## config.mk

```make
export PLATFORM = sky130hd
export DESIGN_NAME = fft_stage_ctrl
export DESIGN_NICKNAME = d
export VERILOG_FILES = /design/src/rtl/fft_stage_ctrl.sv
export SDC_FILE = /design/constraint.sdc
export NUM_CORES = 1
export LEC_CHECK = 0
export CAP_MARGIN = 20
export CORE_UTILIZATION = 46
export CTS_BUF_LIST = sky130_fd_sc_hd__clkbuf_4 sky130_fd_sc_hd__clkbuf_8 sky130_fd_sc_hd__clkbuf_16
export DETAILED_ROUTE_END_ITERATION = 7
export HOLD_SLACK_MARGIN = 0.05
export PLACE_DENSITY = 0.84
export SYNTH_ARGS = -nofsm -noshare
export SYNTH_HDL_FRONTEND = slang
export SYNTH_SLANG_ARGS = --single-unit
```

## constraint.sdc

```tcl
create_clock -name clk -period 4.14 [get_ports clk]
set_clock_uncertainty 0.15 [all_clocks]
set_input_delay 0.828 -clock clk [delete_from_list [all_inputs] [get_ports clk]]
set_output_delay 0.828 -clock clk [all_outputs]
set_load 0.02 [all_outputs]
```

## src/rtl/fft_stage_ctrl.sv

```systemverilog
// Control for one radix-2 SDF FFT stage: fill/run/drain sequencing,
// butterfly phase select, twiddle index and one-cycle input delay.
module fft_stage_ctrl #(
  parameter int DELAY = 16,
  parameter int N     = 32
) (
  input  logic               clk,
  input  logic               rst_n,
  input  logic               valid_i,
  input  logic signed [16:0] data_in_r,
  input  logic signed [16:0] data_in_i,
  output logic               valid_o,
  output logic               bf_en,
  output logic [3:0]         tw_idx,
  output logic               sof_o,
  output logic               err_o,
  output logic signed [16:0] data_out_r,
  output logic signed [16:0] data_out_i
);

  localparam int SW = $clog2(N);
  localparam int B  = $clog2(DELAY);
  localparam int SH = 4 - B;   // step = 16/DELAY is a power of two

  typedef enum logic [1:0] {IDLE, FILL, RUN, DRAIN} state_t;

  state_t        state;
  logic [SW-1:0] s, j;
  logic [SW-1:0] s_nxt, j_nxt, s_mod;
  logic          acc_bf;
  logic [3:0]    acc_tw, drn_tw;

  assign s_nxt  = (s == SW'(N - 1)) ? '0 : s + 1'b1;
  assign s_mod  = s & SW'(DELAY - 1);
  assign acc_bf = s[B];
  assign acc_tw = acc_bf ? 4'd0 : 4'(s_mod << SH);
  assign j_nxt  = j + 1'b1;
  assign drn_tw = 4'(j_nxt << SH);

  always_ff @(posedge clk) begin
    if (!rst_n) begin
      state      <= IDLE;
      s          <= '0;
      j          <= '0;
      valid_o    <= 1'b0;
      bf_en      <= 1'b0;
      tw_idx     <= '0;
      sof_o      <= 1'b0;
      err_o      <= 1'b0;
      data_out_r <= '0;
      data_out_i <= '0;
    end else begin
      // Default every output to the idle value; branches override.
      valid_o    <= 1'b0;
      bf_en      <= 1'b0;
      tw_idx     <= '0;
      sof_o      <= 1'b0;
      err_o      <= 1'b0;
      data_out_r <= '0;
      data_out_i <= '0;
      case (state)
        IDLE: begin
          if (valid_i) begin
            data_out_r <= data_in_r;
            data_out_i <= data_in_i;
            bf_en      <= acc_bf;
            tw_idx     <= acc_tw;
            s          <= s_nxt;
            state      <= (DELAY == 1) ? RUN : FILL;
          end
        end
        FILL: begin
          if (valid_i) begin
            data_out_r <= data_in_r;
            data_out_i <= data_in_i;
            bf_en      <= acc_bf;
            tw_idx     <= acc_tw;
            s          <= s_nxt;
            if (s == SW'(DELAY - 1)) state <= RUN;
          end else begin
            err_o <= 1'b1;
            s     <= '0;
            state <= IDLE;
          end
        end
        RUN: begin
          if (valid_i) begin
            data_out_r <= data_in_r;
            data_out_i <= data_in_i;
            bf_en      <= acc_bf;
            tw_idx     <= acc_tw;
            valid_o    <= 1'b1;
            sof_o      <= (s == SW'(DELAY));
            s          <= s_nxt;
          end else if (s == '0) begin
            // Frame ended cleanly: flush the feedback register, j = 0 first.
            valid_o <= 1'b1;
            j       <= '0;
            state   <= DRAIN;
          end else begin
            err_o <= 1'b1;
            s     <= '0;
            state <= IDLE;
          end
        end
        DRAIN: begin
          err_o <= valid_i;
          if (j == SW'(DELAY - 1)) begin
            j     <= '0;
            state <= IDLE;
          end else begin
            valid_o <= 1'b1;
            tw_idx  <= drn_tw;
            j       <= j_nxt;
          end
        end
        default: begin
          s     <= '0;
          j     <= '0;
          state <= IDLE;
        end
      endcase
    end
  end

endmodule

```

# After elaboration in Yosys (flattened, before gate mapping)
# Cells that the tools add are included.
word_totals:
  reg_bits: 54
  input_bits: 37
  out_inout_bits: 42
  wordCells: 64
classes:
  n_addsub: 2
  eq_ne: 13
  mux: 29
  n_reduce_logical: 10
op_table:
  columns: ["operator", "count"]
  rows:
  - ["$mux W5", 8]
  - ["$pmux W5 S3", 1]
  - ["$mux W2", 6]
  - ["$mux W4", 3]
  - ["$reduce_and A3 Y1", 4]
  - ["$add A5 B1 Y5 const B", 2]
  - ["$eq A5 B4 Y1 const B", 2]
  - ["$eq A5 B5 Y1 const B", 2]
  - ["$pmux W5 S2", 1]
  - ["$ne A2 B2 Y1 const B", 4]
  - ["$pmux W2 S4", 1]
  - ["$pmux W4 S2", 1]
  - ["$mux W1", 6]
  - ["$ne A3 B3 Y1 const B", 2]
  - ["$logic_not A5 Y1", 1]
  - ["$eq A2 B2 Y1 const B", 2]
  - ["$reduce_and A4 Y1", 1]
  - ["$pmux W1 S3", 1]
  - ["$reduce_bool A3 Y1", 1]
  - ["$reduce_or A3 Y1", 1]
  - ["$eq A2 B1 Y1 const B", 1]
  - ["$logic_not A2 Y1", 1]
  - ["$pmux W1 S2", 1]
  - ["$reduce_bool A2 Y1", 1]

# Depth between registers and ports, before layout
# Gate-level depths: netlist (run 1).
depth:
  depth_word: 4
  mapped_depth: 6
  mapped_depth_nobuf: 6

# Worst setup path after synthesis (run 1)
# No wires, ideal clock.
synth_timing:
  path_kind: "input port to flip-flop"
  from: "input port valid_i"
  to: "register s[3]"
  arrival_ns: 1.885
  required_time_ns: 3.867
  slack_ns: 1.982
  stages: 5
  path_buffers: 1
  path_cell_list: "buf_2 nor2b_1 a211oi_1 a21boi_0 o21ai_0"
synth_between:
  elab_chain_cells: 2
  word_cells_on_any_way: 6
synth_lines:
  columns: ["item", "line", "rtl"]
  rows:
  - ["from (decl)", "9", "input logic valid_i,"]
  - ["$ne A3 B3 Y1 (no line) (tied with other cells)", null, null]
  - ["$reduce_and A3 Y1 (no line) or $pmux W5 S3 (tied branches)", null, null]
  - ["to (signal assigned)", "68", "s <= s_nxt;"]
  - ["to (signal assigned)", "78", "s <= s_nxt;"]
  - ["to (signal assigned)", "94", "s <= s_nxt;"]
  - ["to (decl)", "28", "logic [SW-1:0] s, j;"]
# Parallel ways exist; a longest one is shown, timed or not.
# A chain may end at the register's enable or synchronous reset.

# Worst setup path after layout (run 1)
# Ends and elaborated chain as after synthesis.

==> metrics.yaml, run 1 <==
outcome: "complete, no violations"
syn_inst: 198
max_stage_delay_ns: 0.79
area_delta_synth_final_pct: 46.0
avgSynthCellArea_um2: 9.94
grt.total_usage_pct: 20.1
critical_path_required_ns: 4.18
crit_path_end: "s[3]"
fin_nets: 325
vias: 1627
grt_max_degree: 35
gp_congestion: 0.840
dp_hpwl_um: 3190
worstSetupStartpoint: "valid_i"
antenna_cells: 0
p_seq_share_pct: 55.4
busiest_layer: "met2"
fillerInstances: 299
p_per_area_nw_per_um2: 348
hold_viol: 0
drv_slew: 0
path_class: "in2reg"
grt_pass1_wl_um: 6690
critPathLaunchType: "primary input"
antenna_found_initial: 0
syn-num-nets: 246
crit_family: "compound AO/OA/AOI/OAI gates"
cp_max_fo: 9
io_pins: 79
hold_buffers: 0
wirelength_um: 4360
r2r_start: "state[0]"
place_ws_ns: 1.16
dr.pass1.iters: 4
maxCapViolations: 0
coreArea_um2: 4060
netSwitchingFraction_pct: 25.3
worstSetupPathDepth: 5
io_buffers: 78
syn_area_um2: 1970
drt_iter0_drc: 180
synthFlopType: "dfxtp_1"
yosysWarnings: 0
p_sw_uw: 253
ant_nets: 0
yosysSeqAreaShare_pct: 54.9
r2r_end: "s[3]"
cts.sinks: 54
critPathSlowestCell: "a211oi_1"
die_x_um: 67.4
layout_common_cells: "clkdlybuf4s50_1, dfxtp_1, and2_1"
p_int_uw: 747
rsz0062_at_grt: "no"
postCtsSetupBuffers: 0
fmax_ghz: 0.370
drive_gt1_share_pct: 3.61
p_leak_uw: 0.00113
ctsResizeCount: 0
power.share.clock_pct: 28.1
post-route-period-util_pct: 65.3
path_cells: "clkdlybuf4s50_1 -> nor2b_1 -> a211oi_1 -> a21boi_0 -> o21ai_0"
r2r_cells: 6
synth-seq-cells: 54
grt_pass1_vias: 1456
rows: 23
synth_edf_count: 0
wl_per_cell_um: 13.3
async_reset_ff_share_pct: 0
critPathArrivalTime_ns: 2.74
timing.final.ws_setup_ns: 1.44
worstHoldPathType: "reg2reg"
setup_violations: 0
use_met3_pct: 6.76
slew_headroom_pct: 38.9
routed_via_density: 4.98
clk_pin_slew_ns: 0.09
use_met2_pct: 32.9
drc: 0
min_period_ns: 2.70
initial_core_util_pct: 48.5
dieArea_um2: 4540
grt_overflow: 0
cp-end-kind: "flop"
path_buf_inv: 1
tns_ns: 0
cts_root_buffer: "clkbuf_8"
worst_pin_slew_ns: 0.910
cts_buffers: 5
vdd_drop_max_mv: 0.275
mostFrequentLayoutCell: "clkdlybuf4s50_1"
die_h_um: 67.4
cts-htree-levels: 2
comb_power_share_pct: 16.5
cts_tree: "built"
ctsLongestPathBuffers: 2
clk_latency_ns: 0.30
reg2reg_slack_ns: 1.77
ys_types: 38
gr-usage-met1_pct: 24.1
worst register-to-register path, delay by kind of cell, from the launching register on:
| kind | cells | cell delay [ns] |
|---|---|---|
| compound gates | 3 | 1.14 |
| fa+ha+maj | 1 | 0.26 |
| buf+inv | 1 | 0.13 |
| flops | 1 | 0.43 |
| simple gates | 1 | 0.17 |
flip-flops by register name, indices dropped and copies added, names as in the netlist:
name,count
sof_o,1
tw_idx,4
j,5
state,2
bf_en,1
valid_o,1
data_out_r,17
data_out_i,17
err_o,1
s,5
synth_stat cells (2+ instances only):
cell,n,area share [%]
nand4b_1,2,0.89
ha_1,11,7.0
and3_1,2,0.64
nor2b_1,3,0.95
and2_1,35,11
inv_1,8,1.5
a21oi_1,8,2.0
nand3_1,6,1.5
dfxtp_1,54,55
nand2_1,16,3.1
a211oi_1,2,0.76
a22o_1,2,0.89
a22oi_1,3,1.1
nor2_1,12,2.3
o21ai_0,5,1.3
clkbuf_1,6,1.1
o22ai_1,2,0.64
power by group through the flow:
stage / combinational, uW / sequential, uW / clock, uW
finish: 165 / 554 / 281
CTS: 164 / 553 / 289
global route: 178 / 557 / 309
detailed placement: 164 / 566 / 0
floorplan: 64.9 / 583 / 0
global placement: 159 / 564 / 0
per-stage QoR:
stage	cells	util (%)	power [uW]	area (um2)	hold slack (ns)
floorplan	198	-	648	1970	0.257
global placement	320	68.8	723	2790	0.272
detailed placement	320	68.8	729	2790	0.303
CTS	327	70.8	1010	2870	0.317
global route	327	70.8	1040	2870	0.340
finish	327	70.8	1000	2870	0.320
area by class of cell:
class / count / area, um2 / area share [%]
multi-input combinational: 129 / 830 / 28.9
tap: 50 / 62.6 / 2.18
inverter: 8 / 30.0 / 1.04
clock inverter: 2 / 13.8 / 0.479
sequential: 54 / 1080 / 37.6
timing repair buffer: 79 / 788 / 27.4
clock buffer: 5 / 68.8 / 2.39
worst min-delay path by stage:
stage / cells after the start / from / end
2_1_floorplan: 2 / j[4] / j[4]
3_3_place_gp: 2 / j[4] / j[4]
5_1_grt: 2 / j[4] / j[4]
6_report: 2 / j[4] / j[4]
4_1_cts: 2 / j[4] / j[4]
3_5_place_dp: 2 / j[4] / j[4]
routing by layer:
layer  wire [um]  share of wire (%)
met5           0                  0
met4          95                2.2
met3         316                7.2
met2        2170                 50
met1        1780                 41
cells by family after synthesis:
logic type / count (synthesis) / share of synthesized area [%]
compound gates: 29 / 9.47
xor+xnor: 2 / 0.890
buf+inv: 15 / 2.92
flops: 54 / 54.9
simple gates: 87 / 24.8
fa+ha+maj: 11 / 6.99
No activity file was read; power rests on OpenSTA's default activity.
==> inputs of run 2 (changes only) <==
--- a/config.mk
+++ b/config.mk
@@ -6,11 +6,11 @@
 export NUM_CORES = 1
 export LEC_CHECK = 0
 export CAP_MARGIN = 20
-export CORE_UTILIZATION = 46
+export CORE_UTILIZATION = 42
 export CTS_BUF_LIST = sky130_fd_sc_hd__clkbuf_4 sky130_fd_sc_hd__clkbuf_8 sky130_fd_sc_hd__clkbuf_16
 export DETAILED_ROUTE_END_ITERATION = 7
 export HOLD_SLACK_MARGIN = 0.05
-export PLACE_DENSITY = 0.84
+export PLACE_DENSITY = 0.78
 export SYNTH_ARGS = -nofsm -noshare
 export SYNTH_HDL_FRONTEND = slang
 export SYNTH_SLANG_ARGS = --single-unit
==> constraint.sdc (replaced) <==
create_clock -name clk -period 2.7 [get_ports clk]
set_clock_uncertainty 0.15 [all_clocks]
set_input_delay 0.54 -clock clk [delete_from_list [all_inputs] [get_ports clk]]
set_output_delay 0.54 -clock clk [all_outputs]
set_load 0.02 [all_outputs]
==> run 2 against run 1 <==
Global-route usage is 2.7 points lower. Combinational power grew 54%. Clock power increased by 57%. Via count increased by 1.1%. Flip-flop and latch count unchanged. Critical path depth unchanged. Final cell count is 1.5% higher. Setup slack worse by 0.84 ns.
==> metrics.yaml, run 2 (synthesis results as in run 1) <==
outcome: "complete, no violations"
cp-end-kind: "flop"
cp_max_fo: 9
rows: 24
cts_root_buffer: "clkbuf_8"
p_sw_uw: 395
grt.total_usage_pct: 17.4
power.share.clock_pct: 28.5
netSwitchingFraction_pct: 25.6
dp_hpwl_um: 3120
die_x_um: 70.5
die_h_um: 70.5
p_seq_share_pct: 55.0
tns_ns: 0
rsz0062_at_grt: "no"
min_period_ns: 2.10
postCtsSetupBuffers: 0
io_buffers: 78
setup_violations: 0
p_leak_uw: 0.00114
layout_common_cells: "clkdlybuf4s50_1, dfxtp_1, and2_1"
grt_max_degree: 35
top_regs: "data_out_i: 17 flops, data_out_r: 17 flops"
cts_buffers: 5
drt_iter0_drc: 117
cts_tree: "built"
comb_power_share_pct: 16.5
wirelength_um: 4280
worst_pin_slew_ns: 0.533
reg2reg_slack_ns: 0.61
p_int_uw: 1150
dieArea_um2: 4960
fmax_ghz: 0.476
critical_path_required_ns: 2.76
wl_per_cell_um: 12.9
gp_congestion: 0.860
antenna_cells: 0
clk_latency_ns: 0.31
slew_headroom_pct: 64.0
path_cells: "clkdlybuf4s50_1 -> nor2b_1 -> o21bai_1 -> or4_1 -> and3_1"
dr.pass1.iters: 4
coreArea_um2: 4410
r2r_start: "j[0]"
antenna_found_initial: 0
hold_viol: 0
ant_nets: 0
fin_nets: 328
p_per_area_nw_per_um2: 532
hold_buffers: 0
initial_core_util_pct: 44.6
critPathLaunchType: "primary input"
worstHoldPathType: "reg2reg"
drc: 0
vias: 1645
grt_overflow: 0
post-route-period-util_pct: 77.8
routed_via_density: 4.95
drv_slew: 0
cts-htree-levels: 2
mostFrequentLayoutCell: "clkdlybuf4s50_1"
critPathArrivalTime_ns: 2.16
vdd_drop_max_mv: 0.258
area_delta_synth_final_pct: 47.4
clk_pin_slew_ns: 0.09
path_class: "in2reg"
crit_path_end: "state[0]"
ctsLongestPathBuffers: 2
io_pins: 79
ctsResizeCount: 0
r2r_cells: 5
critPathSlowestCell: "clkdlybuf4s50_1"
r2r_end: "state[0]"
grt_pass1_vias: 1395
max_stage_delay_ns: 0.65
drive_gt1_share_pct: 4.64
maxCapViolations: 0
grt_pass1_wl_um: 6580
worstSetupStartpoint: "valid_i"
cts.sinks: 54
post-route-util_pct: 65.7
-- run 2: how the worst min path moves through the flow --
stage | from | to | slack, ns | cells past startpoint
6_report | j[4] | j[4] | 0.30 | 2
5_1_grt | j[4] | j[4] | 0.33 | 2
4_1_cts | j[4] | j[4] | 0.29 | 2
3_5_place_dp | j[4] | j[4] | 0.28 | 2
3_3_place_gp | j[4] | j[4] | 0.28 | 2
2_1_floorplan | j[4] | j[4] | 0.26 | 2
-- run 2: cell type report --
cell class	count	area, um2
clock buffer	5	68.8
clock inverter	2	15.0
fill	375	1510
inverter	8	30.0
multi-input combinational	129	830
sequential	54	1080
tap	52	65.1
timing repair buffer	82	811
-- run 2: power groups by stage --
stage | Sequential, uW | Combinational, uW | Clock [uW]
floorplan | 894 | 99.6 | 0
global placement | 865 | 250 | 0
detailed placement | 866 | 253 | 0
CTS | 848 | 254 | 454
global route | 851 | 276 | 482
finish | 848 | 254 | 440
-- run 2: stage by stage --
step | std cells | setup WS (ns) | hold slack (ns) | instance area (um2) | power [uW]
global route | 332 | 0.499 | 0.330 | 2900 | 1610
global placement | 325 | 0.332 | 0.275 | 2820 | 1110
CTS | 332 | 0.627 | 0.293 | 2900 | 1560
finish | 332 | 0.600 | 0.298 | 2900 | 1540
floorplan | 198 | 0.769 | 0.257 | 1970 | 993
detailed placement | 325 | 0.292 | 0.278 | 2820 | 1120
-- run 2: worst max-delay path, delay by kind of cell --
kind | cells | cell delay (ns)
buf+inv | 1 | 0.65
simple gates | 3 | 0.76
compound gates | 1 | 0.21
-- run 2: routing by layer --
metal / vias to the layer above / share of wire, % / GRT usage, %
li1: 823 / - / -
met1: 753 / 43 / 21.0
met2: 61 / 49 / 27.6
met3: 8 / 6.3 / 6.20
met4: 0 / 1.8 / 8.00
met5: - / 0 / 0
==> inputs of run 3 (changes only) <==
--- a/config.mk
+++ b/config.mk
@@ -6,11 +6,11 @@
 export NUM_CORES = 1
 export LEC_CHECK = 0
 export CAP_MARGIN = 20
-export CORE_UTILIZATION = 42
+export CORE_UTILIZATION = 38
 export CTS_BUF_LIST = sky130_fd_sc_hd__clkbuf_4 sky130_fd_sc_hd__clkbuf_8 sky130_fd_sc_hd__clkbuf_16
 export DETAILED_ROUTE_END_ITERATION = 7
 export HOLD_SLACK_MARGIN = 0.05
-export PLACE_DENSITY = 0.78
+export PLACE_DENSITY = 0.75
 export SYNTH_ARGS = -nofsm -noshare
 export SYNTH_HDL_FRONTEND = slang
 export SYNTH_SLANG_ARGS = --single-unit
==> constraint.sdc (replaced) <==
create_clock -name clk -period 1.9 [get_ports clk]
set_clock_uncertainty 0.15 [all_clocks]
set_input_delay 0.38 -clock clk [delete_from_list [all_inputs] [get_ports clk]]
set_output_delay 0.38 -clock clk [all_outputs]
set_load 0.02 [all_outputs]
==> run 3 against run 2 <==
The run now ends with negative setup slack left. Clock power rose by 69%. Total power grew 57%. Critical path depth rose by 1. Setup slack lost 0.60 ns. Die area grew 10%. Global-route usage down 0.062 points. Sequential share of layout area is 3.2 points lower. Highest routed layer unchanged. Critical endpoint is now state[1]. Register-to-register slack lost 0.61 ns. Routed wire length is 8.9% higher. Final cell count is 12% higher. Sequential power grew 42%. Flip-flop and latch count unchanged.
==> metrics.yaml, run 3 (synthesis results as in run 1) <==
hold_slack_ns: 0.291
cts-htree-levels: 2
gp_congestion: 0.796
layout_common_cells: "clkdlybuf4s50_1, dfxtp_1, and2_1"
grt_max_degree: 35
cts_root_buffer: "clkbuf_8"
fin_nets: 354
fmax_ghz: 0.526
maxCapViolations: 0
die_x_um: 74.0
worst_pin_slew_ns: 0.353
drt_iter0_drc: 78
r2r_end: "state[1]"
grt.total_usage_pct: 17.3
rsz0062_at_grt: "yes"
critPathLaunchType: "flop"
outcome: "complete, but fails checks"
clk_latency_ns: 0.30
ant_nets: 0
min_path_cells: 2
reg2reg_slack_ns: -0.001
cts_tree: "built"
p_total_uw: 2420
post-route-period-util_pct: 100
vdd_drop_max_mv: 0.557
worstHoldPathType: "reg2reg"
final-seq-area_um2: 1080
top_regs: "data_out_i: 17 flops, data_out_r: 17 flops"
coreArea_um2: 4850
die_h_um: 74.0
drive_gt1_share_pct: 16.0
p_leak_uw: 0.00130
dieArea_um2: 5470
path_class: "reg2reg"
setup_violations: 1
post-route-util_pct: 65.7
io_buffers: 78
fillerInstances: 390
r2r_start: "s[0]"
io_pins: 79
ctsLongestPathBuffers: 2
area_delta_synth_final_pct: 61.8
drv_slew: 0
rows: 25
holdPathEnd: "j[4]"
cp-end-kind: "flop"
initial_core_util_pct: 40.6
antenna_cells: 0
p_per_area_nw_per_um2: 759
vias: 1721
violations: "negative setup slack"
mostFrequentLayoutCell: "clkdlybuf4s50_1"
hold_viol: 0
cts_buffers: 5
r2r_cells: 6
timing.final.ws_setup_ns: -0.00118
tns_ns: -0.00118
cp_max_fo: 3
dr.pass1.iters: 4
antenna_found_initial: 0
wirelength_um: 4660
dp_hpwl_um: 3520
wl_per_cell_um: 12.5
cts.sinks: 54
grt_overflow: 0
critPathArrivalTime_ns: 1.99
grt_pass1_wl_um: 6970
critical_path_required_ns: 1.99
final_cell_area_um2: 3180
min_period_ns: 1.90
drc: 0
grt_pass1_vias: 1601
multiInputGateArea_um2: 860
min_from: "j[4]"
dpl-instance-area_um2: 3010
slew_headroom_pct: 75.8
routed_via_density: 4.61
clk_pin_slew_ns: 0.09
run 3: metal layers:
layer	routed length [um]	vias to the layer above	global-route usage [%]
met5	0	-	0
met4	115	0	9.40
met3	263	10	5.69
met2	2420	50	28.5
met1	1860	790	20.0
li1	-	871	-
run 3: worst max path at each step:
stage	depth (start not counted)	start	slack [ns]	end
after floorplan	6	s[0]	0.006	state[1]
after global placement	6	valid_i	-0.23	state[0]
after detailed placement	6	valid_i	-0.25	state[0]
after CTS	6	s[1]	0.009	state[1]
after global routing	6	s[1]	-0.07	state[1]
final	6	s[0]	-0.001	state[1]
run 3: repair_timing:
action | CTS | global route
pin swaps | 3 | 0
resized for setup | 8 | 2
buffers inserted | 3 | 2
setup endpoints to repair | 7 | 5
cloned | 0 | 0
hold buffers | 0 | 0
run 3: cell type report:
type,instances,area share [%]
Sequential cell,54,34.1
Timing Repair Buffer,108,32.0
Multi-Input combinational cell,129,27.0
Tap cell,67,2.63
Clock buffer,5,2.16
Clock inverter,2,1.22
Inverter,8,0.943
run 3: worst max-delay path, cell delays in order, from the launching register on:
cell and delay [ns]:
dfxtp_2 0.34, inv_2 0.07, ha_4 0.12, or4b_4 0.46, o21ai_1 0.12, or4b_1 0.45, a21oi_2 0.12
run 3: power breakdown:
part | switching [uW] | internal (uW)
sequential | 18.8 | 1180
clock | 357 | 388
combinational | 197 | 278
run 3: per-stage QoR:
stage | cells | setup WS (ns)
finish | 373 | -0.00118
detailed placement | 361 | -0.250
floorplan | 198 | 0.00598
CTS | 371 | 0.00949
global placement | 361 | -0.227
global route | 373 | -0.0732
